[src/rtl/isram_if.sv]
// SimpleBus fetch port between the IFU and the instruction SRAM responder,
// plus the word-read port toward the backing memory model.
interface isram_if;
  localparam int unsigned AW = 32;
  localparam int unsigned DW = 32;

  logic          req_valid;
  logic [AW-1:0] raddr;
  logic          resp_valid;
  logic [DW-1:0] rdata;
  logic          busy;
  logic          req_drop;
  // Memory read strobe/address are combinational; mem_rdata returns in the same cycle.
  logic          mem_en_c;
  logic [AW-1:0] mem_addr_c;
  logic [DW-1:0] mem_rdata;

  modport slave (
    input  req_valid, raddr, mem_rdata,
    output resp_valid, rdata, busy, req_drop, mem_en_c, mem_addr_c
  );

  modport master (
    output req_valid, raddr, mem_rdata,
    input  resp_valid, rdata, busy, req_drop, mem_en_c, mem_addr_c
  );
endinterface

[src/rtl/isram.sv]
// Instruction SRAM responder: one outstanding fetch, fixed or LFSR-randomised
// latency, single-cycle response pulse with rdata held until the next response.
module isram #(
  parameter int unsigned LAT_MIN   = 1,
  parameter int unsigned LAT_RAND  = 0,
  parameter logic [7:0]  LAT_MASK  = 8'h03,
  parameter logic [7:0]  LFSR_SEED = 8'hA5
) (
  input  logic   clk,
  input  logic   rst,
  isram_if.slave bus
);
  localparam int unsigned CW = 9;
  localparam int unsigned AW = 32;
  localparam int unsigned DW = 32;

  typedef enum logic [1:0] {S_IDLE, S_BUSY, S_RESP} state_t;

  state_t        state, state_nx;
  logic [CW-1:0] cnt, cnt_nx;
  logic [7:0]    lfsr, lfsr_nx;
  logic [AW-1:0] addr, addr_nx;
  logic [DW-1:0] rdata_nx;
  logic          resp_nx, busy_nx, drop_nx;
  logic          mem_en;
  logic [AW-1:0] mem_addr;
  logic [CW-1:0] lat;
  logic [AW-1:0] req_addr;
  logic [7:0]    lfsr_step;

  // Latency is drawn from the LFSR value before it steps.
  always_comb begin
    lat = CW'(LAT_MIN);
    if (LAT_RAND != 0) lat = CW'(LAT_MIN) + CW'(lfsr & LAT_MASK);
  end

  assign req_addr  = {bus.raddr[AW-1:2], 2'b00};
  // Galois form of x^8+x^6+x^5+x^4+1, shifting toward the MSB.
  assign lfsr_step = {lfsr[6:0], 1'b0} ^ (lfsr[7] ? 8'h71 : 8'h00);

  always_comb begin
    state_nx = state;
    cnt_nx   = cnt;
    lfsr_nx  = lfsr;
    addr_nx  = addr;
    rdata_nx = bus.rdata;
    drop_nx  = 1'b0;
    mem_en   = 1'b0;
    mem_addr = addr;
    case (state)
      S_IDLE, S_RESP: begin
        if (bus.req_valid) begin
          addr_nx = req_addr;
          cnt_nx  = lat - CW'(1);
          lfsr_nx = lfsr_step;
          if (lat == CW'(1)) begin
            mem_en   = 1'b1;
            mem_addr = req_addr;
            rdata_nx = bus.mem_rdata;
            state_nx = S_RESP;
          end else begin
            state_nx = S_BUSY;
          end
        end else begin
          state_nx = S_IDLE;
        end
      end
      S_BUSY: begin
        drop_nx = bus.req_valid;
        cnt_nx  = cnt - CW'(1);
        if (cnt == CW'(1)) begin
          mem_en   = 1'b1;
          rdata_nx = bus.mem_rdata;
          state_nx = S_RESP;
        end
      end
      default: state_nx = S_IDLE;
    endcase
    resp_nx = (state_nx == S_RESP);
    busy_nx = (state_nx != S_IDLE);
  end

  // A read strobe during reset would be discarded, so never show one.
  assign bus.mem_en_c   = mem_en & ~rst;
  assign bus.mem_addr_c = mem_addr;

  always_ff @(posedge clk or posedge rst) begin
    if (rst) begin
      state          <= S_IDLE;
      cnt            <= '0;
      lfsr           <= LFSR_SEED;
      addr           <= '0;
      bus.resp_valid <= 1'b0;
      bus.rdata      <= '0;
      bus.busy       <= 1'b0;
      bus.req_drop   <= 1'b0;
    end else begin
      state          <= state_nx;
      cnt            <= cnt_nx;
      lfsr           <= lfsr_nx;
      addr           <= addr_nx;
      bus.resp_valid <= resp_nx;
      bus.rdata      <= rdata_nx;
      bus.busy       <= busy_nx;
      bus.req_drop   <= drop_nx;
    end
  end
endmodule

[src/flat_wrapper.sv]
// flat-port wrapper written by rule: the top's interface ports become plain ports
module isram_flat 
#(
  parameter int unsigned LAT_MIN   = 1,
  parameter int unsigned LAT_RAND  = 0,
  parameter logic [7:0]  LAT_MASK  = 8'h03,
  parameter logic [7:0]  LFSR_SEED = 8'hA5
)
  (clk, rst, bus_req_valid, bus_raddr, bus_mem_rdata, bus_resp_valid, bus_rdata, bus_busy, bus_req_drop, bus_mem_en_c, bus_mem_addr_c);
  isram_if bus_i ();
  input  logic clk;
  input  logic rst;
  input wire logic [$bits(bus_i.req_valid)-1:0] bus_req_valid;
  input wire logic [$bits(bus_i.raddr)-1:0] bus_raddr;
  input wire logic [$bits(bus_i.mem_rdata)-1:0] bus_mem_rdata;
  output wire logic [$bits(bus_i.resp_valid)-1:0] bus_resp_valid;
  output wire logic [$bits(bus_i.rdata)-1:0] bus_rdata;
  output wire logic [$bits(bus_i.busy)-1:0] bus_busy;
  output wire logic [$bits(bus_i.req_drop)-1:0] bus_req_drop;
  output wire logic [$bits(bus_i.mem_en_c)-1:0] bus_mem_en_c;
  output wire logic [$bits(bus_i.mem_addr_c)-1:0] bus_mem_addr_c;
  assign bus_i.req_valid = bus_req_valid;
  assign bus_i.raddr = bus_raddr;
  assign bus_i.mem_rdata = bus_mem_rdata;
  assign bus_resp_valid = bus_i.resp_valid;
  assign bus_rdata = bus_i.rdata;
  assign bus_busy = bus_i.busy;
  assign bus_req_drop = bus_i.req_drop;
  assign bus_mem_en_c = bus_i.mem_en_c;
  assign bus_mem_addr_c = bus_i.mem_addr_c;
  isram #(.LAT_MIN(LAT_MIN), .LAT_RAND(LAT_RAND), .LAT_MASK(LAT_MASK), .LFSR_SEED(LFSR_SEED)) u_core (.clk(clk), .rst(rst), .bus(bus_i));
endmodule
[config.mk]
export PLATFORM = sky130hd
export DESIGN_NAME = isram_flat
export DESIGN_NICKNAME = d
export VERILOG_FILES = /design/src/rtl/isram_if.sv /design/src/rtl/isram.sv /design/src/flat_wrapper.sv
export SDC_FILE = /design/constraint.sdc
export NUM_CORES = 1
export LEC_CHECK = 0
export ABC_AREA = 1
export BUFFER_PORTS_ARGS = -buffer_cell sky130_fd_sc_hd__buf_2
export CORE_MARGIN = 2
export CORE_UTILIZATION = 30
export DETAILED_ROUTE_END_ITERATION = 16
export SYNTH_ARGS = -nofsm -noshare
export SYNTH_HDL_FRONTEND = slang
export SYNTH_SLANG_ARGS = --single-unit
[constraint.sdc]
create_clock -name clk -period 2.7 [get_ports clk]
set_clock_uncertainty 0.1 [all_clocks]
set_input_delay 0.27 -clock clk [delete_from_list [all_inputs] [get_ports clk]]
set_output_delay 0.27 -clock clk [all_outputs]
set_load 0.02 [all_outputs]
==> run metrics, run 1 <==
Peak supply drop 0.2998 mV; # placed instances 621; Slew headroom 62.46%; Synth Warn # 0; syn_area_per_cell approximately 9 um^2; RSZ-0062 raised after global routing false; worst min path class in2reg; Yosys top cell by area dfrtp_1; share of post-route cells with drive strength above 1 34.74%; num ports roughly 140; DP Wirelength between 5000 and 6000 um; router iterations before antenna repair 4; Final Max Slew Viols 0; width of the die 109.3 um; initial antenna violation count 0; port bufs ~130; post-synthesis sequential area ratio 58.67%; Final Util 39.27%; post_cts resized 0; DRC 0; PwrDens 603.1 nW/um^2; Worst Path Max Fanout 7; initial drt markers 122; period utilisation layout 78.01%; Slew @ Worst Pin around 0.56 ns; Final setup viols 0; via count 2842; largest net degree at the start of global routing 55; DIE AREA 11950 um^2; synth top area cells dfrtp_1 59%, nand2_1 16%, nand3_1 10%, buf_6 2.4%, inv_1 1.5%; synthesis-to-finish area growth 27.94%; H-tree Lvls 3; placeable core area around 11000 um^2; gr usage total 14.16%; Final Hold Viols 0; non-filler cells, final 638; Cell Area, Synth 3327 um^2; gr ovfl total 0; diode count 0; CP Launch Type flip-flop; FMAX 474.8 MHz; CTS max path bufs 2; CTS tree done; cts bufs inserted 9; WP data required about 2.3 ns; cts-stage hold buffer count 1; Post-Syn Nets 434; routed len/inst 12.88 um; EDFF count, synth 0; max-cap violations 0; Final GP Congestion 0.8165; count leader, synth nand2_1; # rows 38; Worst setup EP type output pin; CTS sink count around 80; DR vias/cell 4.455; Crit path largest cell delay 0.36 ns; total wire length 8219 um; post-synth top area share between 50% and 60%; fillers 1126; critical path type reg2out; antenna viol nets, final 0; vias in the first global route 2863; status finished, final reports clean; Worst path top cell family by delay simple AND/OR/NAND/NOR gates; Clock transition at path regs 0.08 ns; crit path DAT 1.74 ns; first-pass GRT wire length 13210 um; ys flop type dfrtp_1; synthesized flop and latch total 78; Syn Inst Count 365; die span in y 109.3 um; CP cell instances inv_1 -> ha_1 -> nand2_1 -> nor2_4 -> nand3_4 -> a21oi_2 -> buf_2; Tmin final ~2.1 ns; setup_tns 0 ns; Crit-path slowest cell dfrtp_1; synth cell count leaders 139 x nand2_1, 78 x dfrtp_1, 69 x nand3_1; Initial Utilization between 30% and 40%; reg-to-reg setup timing slack 0.91 ns; Clock Latency Late Sink 0.33 ns; Synth cell types 21; sum of buffers and inverters on the critical path 2; Root Buffer Master clkbuf_8; LEAKAGE 2.424 nW; # nets final 562; postcts setup bufs 0; async set-or-reset flop fraction in the synthesized netlist 100.0%
registers in the layout, summed over array words and instances, names as in the netlist:
| name | flops |
|---|---|
| u_core.bus.rdata | 32 |
| u_core.bus.resp_valid | 1 |
| u_core.bus.req_drop | 1 |
| u_core.bus.busy | 1 |
| u_core.addr | 32 |
| u_core.state | 2 |
| u_core.cnt | 9 |
metal layers:
metal / wire length, um / track usage (%) / vias to the layer above
met2: 3962 / 24.18 / 77
met3: 482 / 3.972 / 2
met4: 29 / 4.792 / 0
met5: 0 / 0 / -
li1: - / - / 1427
met1: 3744 / 17.23 / 1336
per-stage QoR:
step | power [mW] | setup WS (ns) | cell area [um^2] | hold WS [ns]
floorplan | 1.550 | 0.3350 | 3327 | 0.2762
global placement | 1.701 | 0.9696 | 4045 | 0.2047
detailed placement | 1.710 | 0.9310 | 4045 | 0.2189
CTS | 2.616 | 0.5562 | 4257 | 0.01830
global route | 2.713 | 0.4452 | 4257 | 0.02369
finish | 2.567 | 0.5936 | 4257 | 0.04302
where the power goes:
group	internal [mW]	switching (mW)	leakage, nW	total (mW)
registers	1.25	0.0313	0.998	1.28
clock network	0.478	0.409	0.0996	0.887
logic	0.135	0.267	1.33	0.402
total	1.86	0.708	2.42	2.57
logic make-up (layout without fill, tap and decap cells):
| group | after synthesis | after routing | synth area share, % |
|---|---|---|---|
| adders and majority gates | 2 | 2 | 0.7520 |
| AOI/OAI and AO/OA | 10 | 10 | 1.655 |
| DFF | 78 | 78 | 58.67 |
| and+or+nand+nor | 236 | 236 | 31.93 |
| buffers and inverters | 39 | 172 | 6.995 |
placed cells by master (no fill, tap or decap):
cell           instances
clkbuf_8              11
dfrtp_1               78
clkinvlp_4             1
nand2_2                6
dlygate4sd3_1          1
clkbuf_1               2
o21ai_0                7
nor2_1                11
nand4_1                2
a21oi_2                1
buf_4                  3
a21oi_1                1
inv_2                  6
inv_1                 12
ha_1                   2
o22ai_1                1
nor2_4                 3
buf_2                132
nand3_1               69
nand2_4                2
bufinv_16              1
nand2_1              139
clkinv_2               2
nand3_2                3
nand3_4                1
buf_12                 1
tightest hold or removal path: stages:
cell,delay [ns]
buf_2,0.07
nand2_1,0.04
nand2_1,0.06
cell type report:
class                   count  area [um^2]  area share (%)
inverters                  19        72.57           1.705
clock inverters             3        42.54          0.9994
multi-input cells         248         1142           26.84
clock buffers              13        158.9           3.733
flip-flops and latches     78         1952           45.86
well taps                 140        175.2           4.115
repair buffers            137        713.2           16.75
worst paths after layout:
kind                                  from                    to  cells past startpoint
max in group asynchronous              rst  u_core.bus.rdata[27]                      4
min in group asynchronous              rst        u_core.addr[0]                      3
max                          u_core.cnt[1]          bus_mem_en_c                      7
min reg2reg                u_core.addr[23]       u_core.addr[23]                      2
max reg2reg                  u_core.cnt[1]  u_core.bus.rdata[26]                      8
min                          bus_raddr[29]       u_core.addr[29]                      3
Note: power is estimated with default switching activity, not from simulation.
==> run 2: changes to the inputs <==
==> constraint.sdc (replaced) <==
create_clock -name clk -period 2.2 [get_ports clk]
set_clock_uncertainty 0.1 [all_clocks]
set_input_delay 0.22 -clock clk [delete_from_list [all_inputs] [get_ports clk]]
set_output_delay 0.22 -clock clk [all_outputs]
set_load 0.02 [all_outputs]
==> run 2 against run 1 <==
Effect of this change:
- sequential share of layout area fell by 6.1 points
- utilization rose by 6.0 points
- sequential power rose by 23%
- critical path depth did not move
- critical path type is now in2out
==> run metrics, run 2 (synthesized netlist as in run 1, its figures left out) <==
worst reg-to-reg path cell count 8 (unchanged); critical path type in2out; Worst path top cell family by delay buffers and inverters; max-cap violations 0 (unchanged); placeable core area 10840 um^2 (unchanged); Tmin final 2.093 ns; Worst setup EP type output pin; router iterations before antenna repair 4 (unchanged); status finished, final reports clean; biggest regs u_core.addr x32, u_core.bus.rdata x32, u_core.cnt x9; CP cell instances dlygate4sd3_1 -> buf_2 -> nand2_2 -> buf_4 -> nand2_1 -> nand2_1 -> buf_2; Final Util 45.31% (+6.0 points); setup_tns 0 ns (unchanged); width of the die 109.3 um (unchanged); # rows 38 (unchanged); FMAX 477.7 MHz; Clock transition at path regs 0.07 ns (about the same); Crit Reg-Reg Startpoint u_core.cnt[1]; Final setup viols 0 (unchanged); RSZ-0062 raised after global routing false; Peak supply drop 0.3213 mV (+7.2%); share of post-route cells with drive strength above 1 31.44% (-3.3 points); reg-to-reg endpoint u_core.bus.rdata[31]; postcts setup bufs 0 (unchanged); diode count 0 (unchanged); DRC 0 (unchanged); DR vias/cell 4.444 (-0.24%); sum of buffers and inverters on the critical path 4 (+2); synthesis-to-finish area growth 47.65%; HP Start u_core.addr[23]; Crit-path slowest cell dlygate4sd3_1; # nets final 627 (+12%); Final GP Congestion 0.7413 (-9.2%); gr ovfl total 0 (unchanged); Final Max Slew Viols 0 (unchanged); Hold Path Cell Cnt 2 (-1); worst min path class reg2reg; Crit path largest cell delay 0.55 ns (+0.19 ns); Root Buffer Master clkbuf_8; via count 3124 (+9.9%); routed len/inst 12.70 um (-1.4%); commonest non-fill, non-tap cell in the layout nand2_1; LEAKAGE 2.704 nW (+12%); Hold EP u_core.addr[23]; DP Wirelength 5383 um (-1.8%); num ports 135 (unchanged); most frequent cells in the layout 139 x nand2_1, 132 x buf_2, 78 x dfrtp_1; PwrDens 675.0 nW/um^2 (+12%); port bufs 132 (unchanged); WP data required 1.88 ns (-0.45 ns); Clock Latency Late Sink 0.35 ns (+0.02 ns); Final Hold Viols 0 (unchanged); antenna viol nets, final 0 (unchanged); CTS tree done; die span in y 109.3 um (unchanged); total wire length 8931 um (+8.7%); Slew headroom 59.03% (-3.4 points); fillers 1018 (-9.6%); Initial Utilization 30.69% (unchanged); gr usage total 15.35% (+1.2 points); H-tree Lvls 3 (unchanged); initial antenna violation count 0 (unchanged); crit path DAT 1.77 ns (+0.03 ns); period utilisation layout 95.15%; initial drt markers 184 (+51%); Slew @ Worst Pin 0.6145 ns (+0.05226 ns); CP Launch Type input pin; vias in the first global route 3026 (+5.7%); CTS max path bufs 2 (unchanged); Worst Path Max Fanout 27 (+20); DIE AREA 11950 um^2 (unchanged); first-pass GRT wire length 14300 um (+8.3%); cts bufs inserted 9 (unchanged); largest net degree at the start of global routing 50 (-9.1%); reg-to-reg setup timing slack 0.44 ns (-0.47 ns); CTS sink count 78 (unchanged)
run 2: cell type report:
cell class	instances	area, um^2	area share [%]
clock buffers	13	178.9	3.642
clock inverters	3	40.04	0.8151
inverters	19	77.57	1.579
multi-input cells	248	1142	23.26
flip-flops and latches	78	1952	39.74
well taps	140	175.2	3.566
repair buffers	202	1346	27.41
run 2: tightest hold or removal path, stage by stage, from the launching register on:
cell	delay [ns]
dfrtp_1	0.32
nand2_1	0.05
nand2_1	0.07
run 2: what timing repair did:
| action | in CTS | in global routing |
|---|---|---|
| endpoints found under the setup margin | 0 | 31 |
| gates resized for setup | 0 | 2 |
| endpoints found under the hold margin | 115 | 0 |
| hold buffers | 64 | 0 |
run 2: per-layer routing:
| layer | up-vias | GRT usage (%) | part of all wire, % |
|---|---|---|---|
| li1 | 1547 | - | - |
| met4 | 0 | 5.787 | 1.1 |
| met1 | 1468 | 19.44 | 44 |
| met5 | - | 0 | 0 |
| met2 | 98 | 25.07 | 48 |
| met3 | 11 | 4.268 | 6.0 |
run 2: power by group:
part / internal [mW] / switching [mW] / total, mW
Sequential: 1.53 / 0.0393 / 1.57
Clock: 0.645 / 0.514 / 1.16
Combinational: 0.239 / 0.348 / 0.587
run 2: worst max path at each step:
stage,endpoint,slack [ns],depth (start not counted),start
after global placement,u_core.bus.rdata[23],0.50,8,u_core.cnt[1]
after global routing,bus_mem_en_c,0.003,7,u_core.cnt[1]
after detailed placement,u_core.bus.rdata[31],0.46,8,u_core.cnt[1]
after CTS,bus_mem_addr_c[5],0.05,7,bus_req_valid
after floorplan,bus_mem_en_c,0.49,7,u_core.cnt[1]
final,bus_mem_addr_c[8],0.11,7,bus_req_valid
run 2: stage by stage:
step	hold slack [ns]	setup WS (ns)	instances	total power, mW	area [um^2]
detailed placement	0.2632	0.4606	623	2.096	4050
finish	0.3750	0.1068	703	3.316	4912
floorplan	0.2262	0.4929	365	1.903	3331
global placement	0.2595	0.4986	623	2.087	4050
CTS	0.3796	0.04506	703	3.357	4910
global route	0.3992	0.003267	703	3.506	4912
==> run 3: changes to the inputs <==
--- a/config.mk
+++ b/config.mk
@@ -6,10 +6,10 @@
 export NUM_CORES = 1
 export LEC_CHECK = 0
 export ABC_AREA = 1
-export BUFFER_PORTS_ARGS = -buffer_cell sky130_fd_sc_hd__buf_2
 export CORE_MARGIN = 2
 export CORE_UTILIZATION = 30
 export DETAILED_ROUTE_END_ITERATION = 16
+export DONT_BUFFER_PORTS = 1
 export SYNTH_ARGS = -nofsm -noshare
 export SYNTH_HDL_FRONTEND = slang
 export SYNTH_SLANG_ARGS = --single-unit
==> run 3 against run 2 <==
Effect of this change:
- critical path depth fell by 2
- design area fell by 20%
- sequential power rose by 4%
- register-to-register slack got worse by 0.08 ns
- non-clock buffer count fell by 161
- critical endpoint is now bus_mem_addr_c[31]
- highest routed layer unchanged
==> run metrics, run 3 (synthesized netlist as in run 1, its figures left out) <==
status finished, final reports clean; max-cap violations 0 (unchanged); grt met2 use 23.34% (-1.7 points); first-pass GRT wire length 12200 um (-15%); DR vias/cell 4.724 (+6.3%); Worst path top cell family by delay simple AND/OR/NAND/NOR gates; critical path type reg2out; diode count 0 (unchanged); share of post-route cells with drive strength above 1 11.00% (-20 points); DRC 0 (unchanged); Critical Path Most Common Cell nand2_1; biggest regs u_core.addr x32, u_core.bus.rdata x32, u_core.cnt x9; CTS sink count 78 (unchanged); total wire length 7777 um (-13%); PwrDens 735.9 nW/um^2 (+9.0%); # rows 38 (unchanged); cts bufs inserted 9 (unchanged); DIE AREA 11950 um^2 (unchanged); Clock Latency Late Sink 0.34 ns (about the same); router iterations before antenna repair 4 (unchanged); gr ovfl total 0 (unchanged); placeable core area 10840 um^2 (unchanged); Slew @ Worst Pin 0.5919 ns (-0.02260 ns); Clock transition at path regs 0.08 ns (about the same); worst setup margin 0.2101 ns (+0.1033 ns); Initial Utilization 30.69% (unchanged); busiest layer in global routing met2; worst min path class in2reg; vias in the first global route 2581 (-15%); Slew headroom 60.46% (+1.4 points); setup_tns 0 ns (unchanged); met1 Track Usage GR 15.23% (-4.2 points); die span in y 109.3 um (unchanged); M3 GR Usage 4.861% (+0.59 points); LEAKAGE 1.998 nW (-26%); port bufs 0 (-100%); CTS tree done; routed len/inst 14.40 um (+13%); Worst Path Max Fanout 47 (+74%); num ports 135 (unchanged); Final Max Slew Viols 0 (unchanged); most frequent cells in the layout 139 x nand2_1, 78 x dfrtp_1, 69 x nand3_1; period utilisation layout 90.45% (-4.7 points); largest net degree at the start of global routing 53 (+6.0%); Setup WS pre-CTS 0.3167 ns (-0.1439 ns); gr usage total 13.39% (-2.0 points); Crit path largest cell delay 0.37 ns (-0.18 ns); Final GP Congestion 0.7608 (+2.6%); crit path DAT 1.67 ns (-0.10 ns); antenna viol nets, final 0 (unchanged); Final Hold Viols 0 (unchanged); sum of buffers and inverters on the critical path 2 (-2); H-tree Lvls 3 (unchanged); CTS max path bufs 2 (unchanged); via count 2551 (-18%); CP cell instances inv_2 -> nand2_2 -> buf_6 -> nand2_1 -> nand2_1; DP Wirelength 4914 um (-8.7%); Root Buffer Master clkbuf_8; Final setup viols 0 (unchanged); Crit-path slowest cell dfrtp_1; commonest non-fill, non-tap cell in the layout nand2_1; FMAX 502.5 MHz (+5.2%); initial antenna violation count 0 (unchanged); initial drt markers 196 (+6.5%); RSZ-0062 raised after global routing false; width of the die 109.3 um (unchanged); Worst setup EP type output pin; WP data required 1.88 ns (about the same); Peak supply drop 0.3957 mV (+23%); Tmin final 1.990 ns (-0.1033 ns); # nets final 467 (-26%); CP Launch Type flip-flop; synthesis-to-finish area growth 18.28%
-- run 3: cell types whose count changed in the layout (fill, tap and decap cells not counted), sizes merged --
cell         delta
bufinv          -1
clkbuf          -2
nand3           +1
dlygate4sd3    -30
buf           -131
-- run 3: routing by layer --
layer  vias to the layer above  wire length [um]
met5                         -                 0
li1                       1223                 -
met2                        98              3866
met4                         0                94
met1                      1222              3218
met3                         8               597
-- run 3: timing repair --
item	4_1_cts	5_1_grt
cloned	1	0
hold buffers	34	0
endpoints found under the setup margin	1	20
endpoints found under the hold margin	59	0
buffers inserted	0	1
gates resized for setup	1	3
-- run 3: worst register-to-register path: stages, from the launching register on --
cell and delay [ns]:
dfrtp_1 0.36, inv_1 0.15, ha_1 0.17, nand2_1 0.08, nor2_4 0.19, nand3_4 0.12
buf_4 0.21, buf_4 0.20, nand3_1 0.08, nand2_1 0.07
-- run 3: cell type report --
| class | count | area [um^2] |
|---|---|---|
| Tap cell | 140 | 175.2 |
| Sequential cell | 78 | 1952 |
| Clock inverter | 2 | 10.01 |
| Fill cell | 1098 | 6905 |
| Clock buffer | 11 | 151.4 |
| Inverter | 19 | 77.57 |
| Multi-Input combinational cell | 249 | 1160 |
| Timing Repair Buffer | 41 | 409.1 |
-- run 3: report_power, final --
| group | internal [mW] | switching (mW) | leakage, nW |
|---|---|---|---|
| sequential | 1.53 | 0.113 | 0.998 |
| combinational | 0.100 | 0.229 | 0.913 |
| clock | 0.449 | 0.473 | 0.0869 |
-- run 3: path summary, 6_finish.rpt --
path / start / to / slack [ns] / depth (start not counted)
worst max-delay path: u_core.state[0] / bus_mem_addr_c[31] / 0.21 / 5
max in group asynchronous: rst / u_core.addr[23] / 1.02 / 3
worst min-delay path: bus_raddr[12] / u_core.addr[12] / 0.06 / 2
worst max register to register: u_core.cnt[1] / u_core.bus.rdata[14] / 0.36 / 9
min in group asynchronous: rst / u_core.addr[1] / 0.32 / 2
worst min register to register: u_core.addr[0] / u_core.addr[0] / 0.39 / 2
-- run 3: per-stage QoR --
stage                     hold slack, ns  power, mW  cell area [um^2]  util [%]  instances
final                            0.05774      2.896              3935     36.30        540
after floorplan                   0.2262      1.903              3331         -        365
after CTS                        0.03443      2.947              3921     36.17        539
after global placement           0.08241      1.942              3402     31.38        491
after detailed placement         0.08678      1.953              3402     31.38        491
after global routing             0.03773      3.043              3935     36.30        540
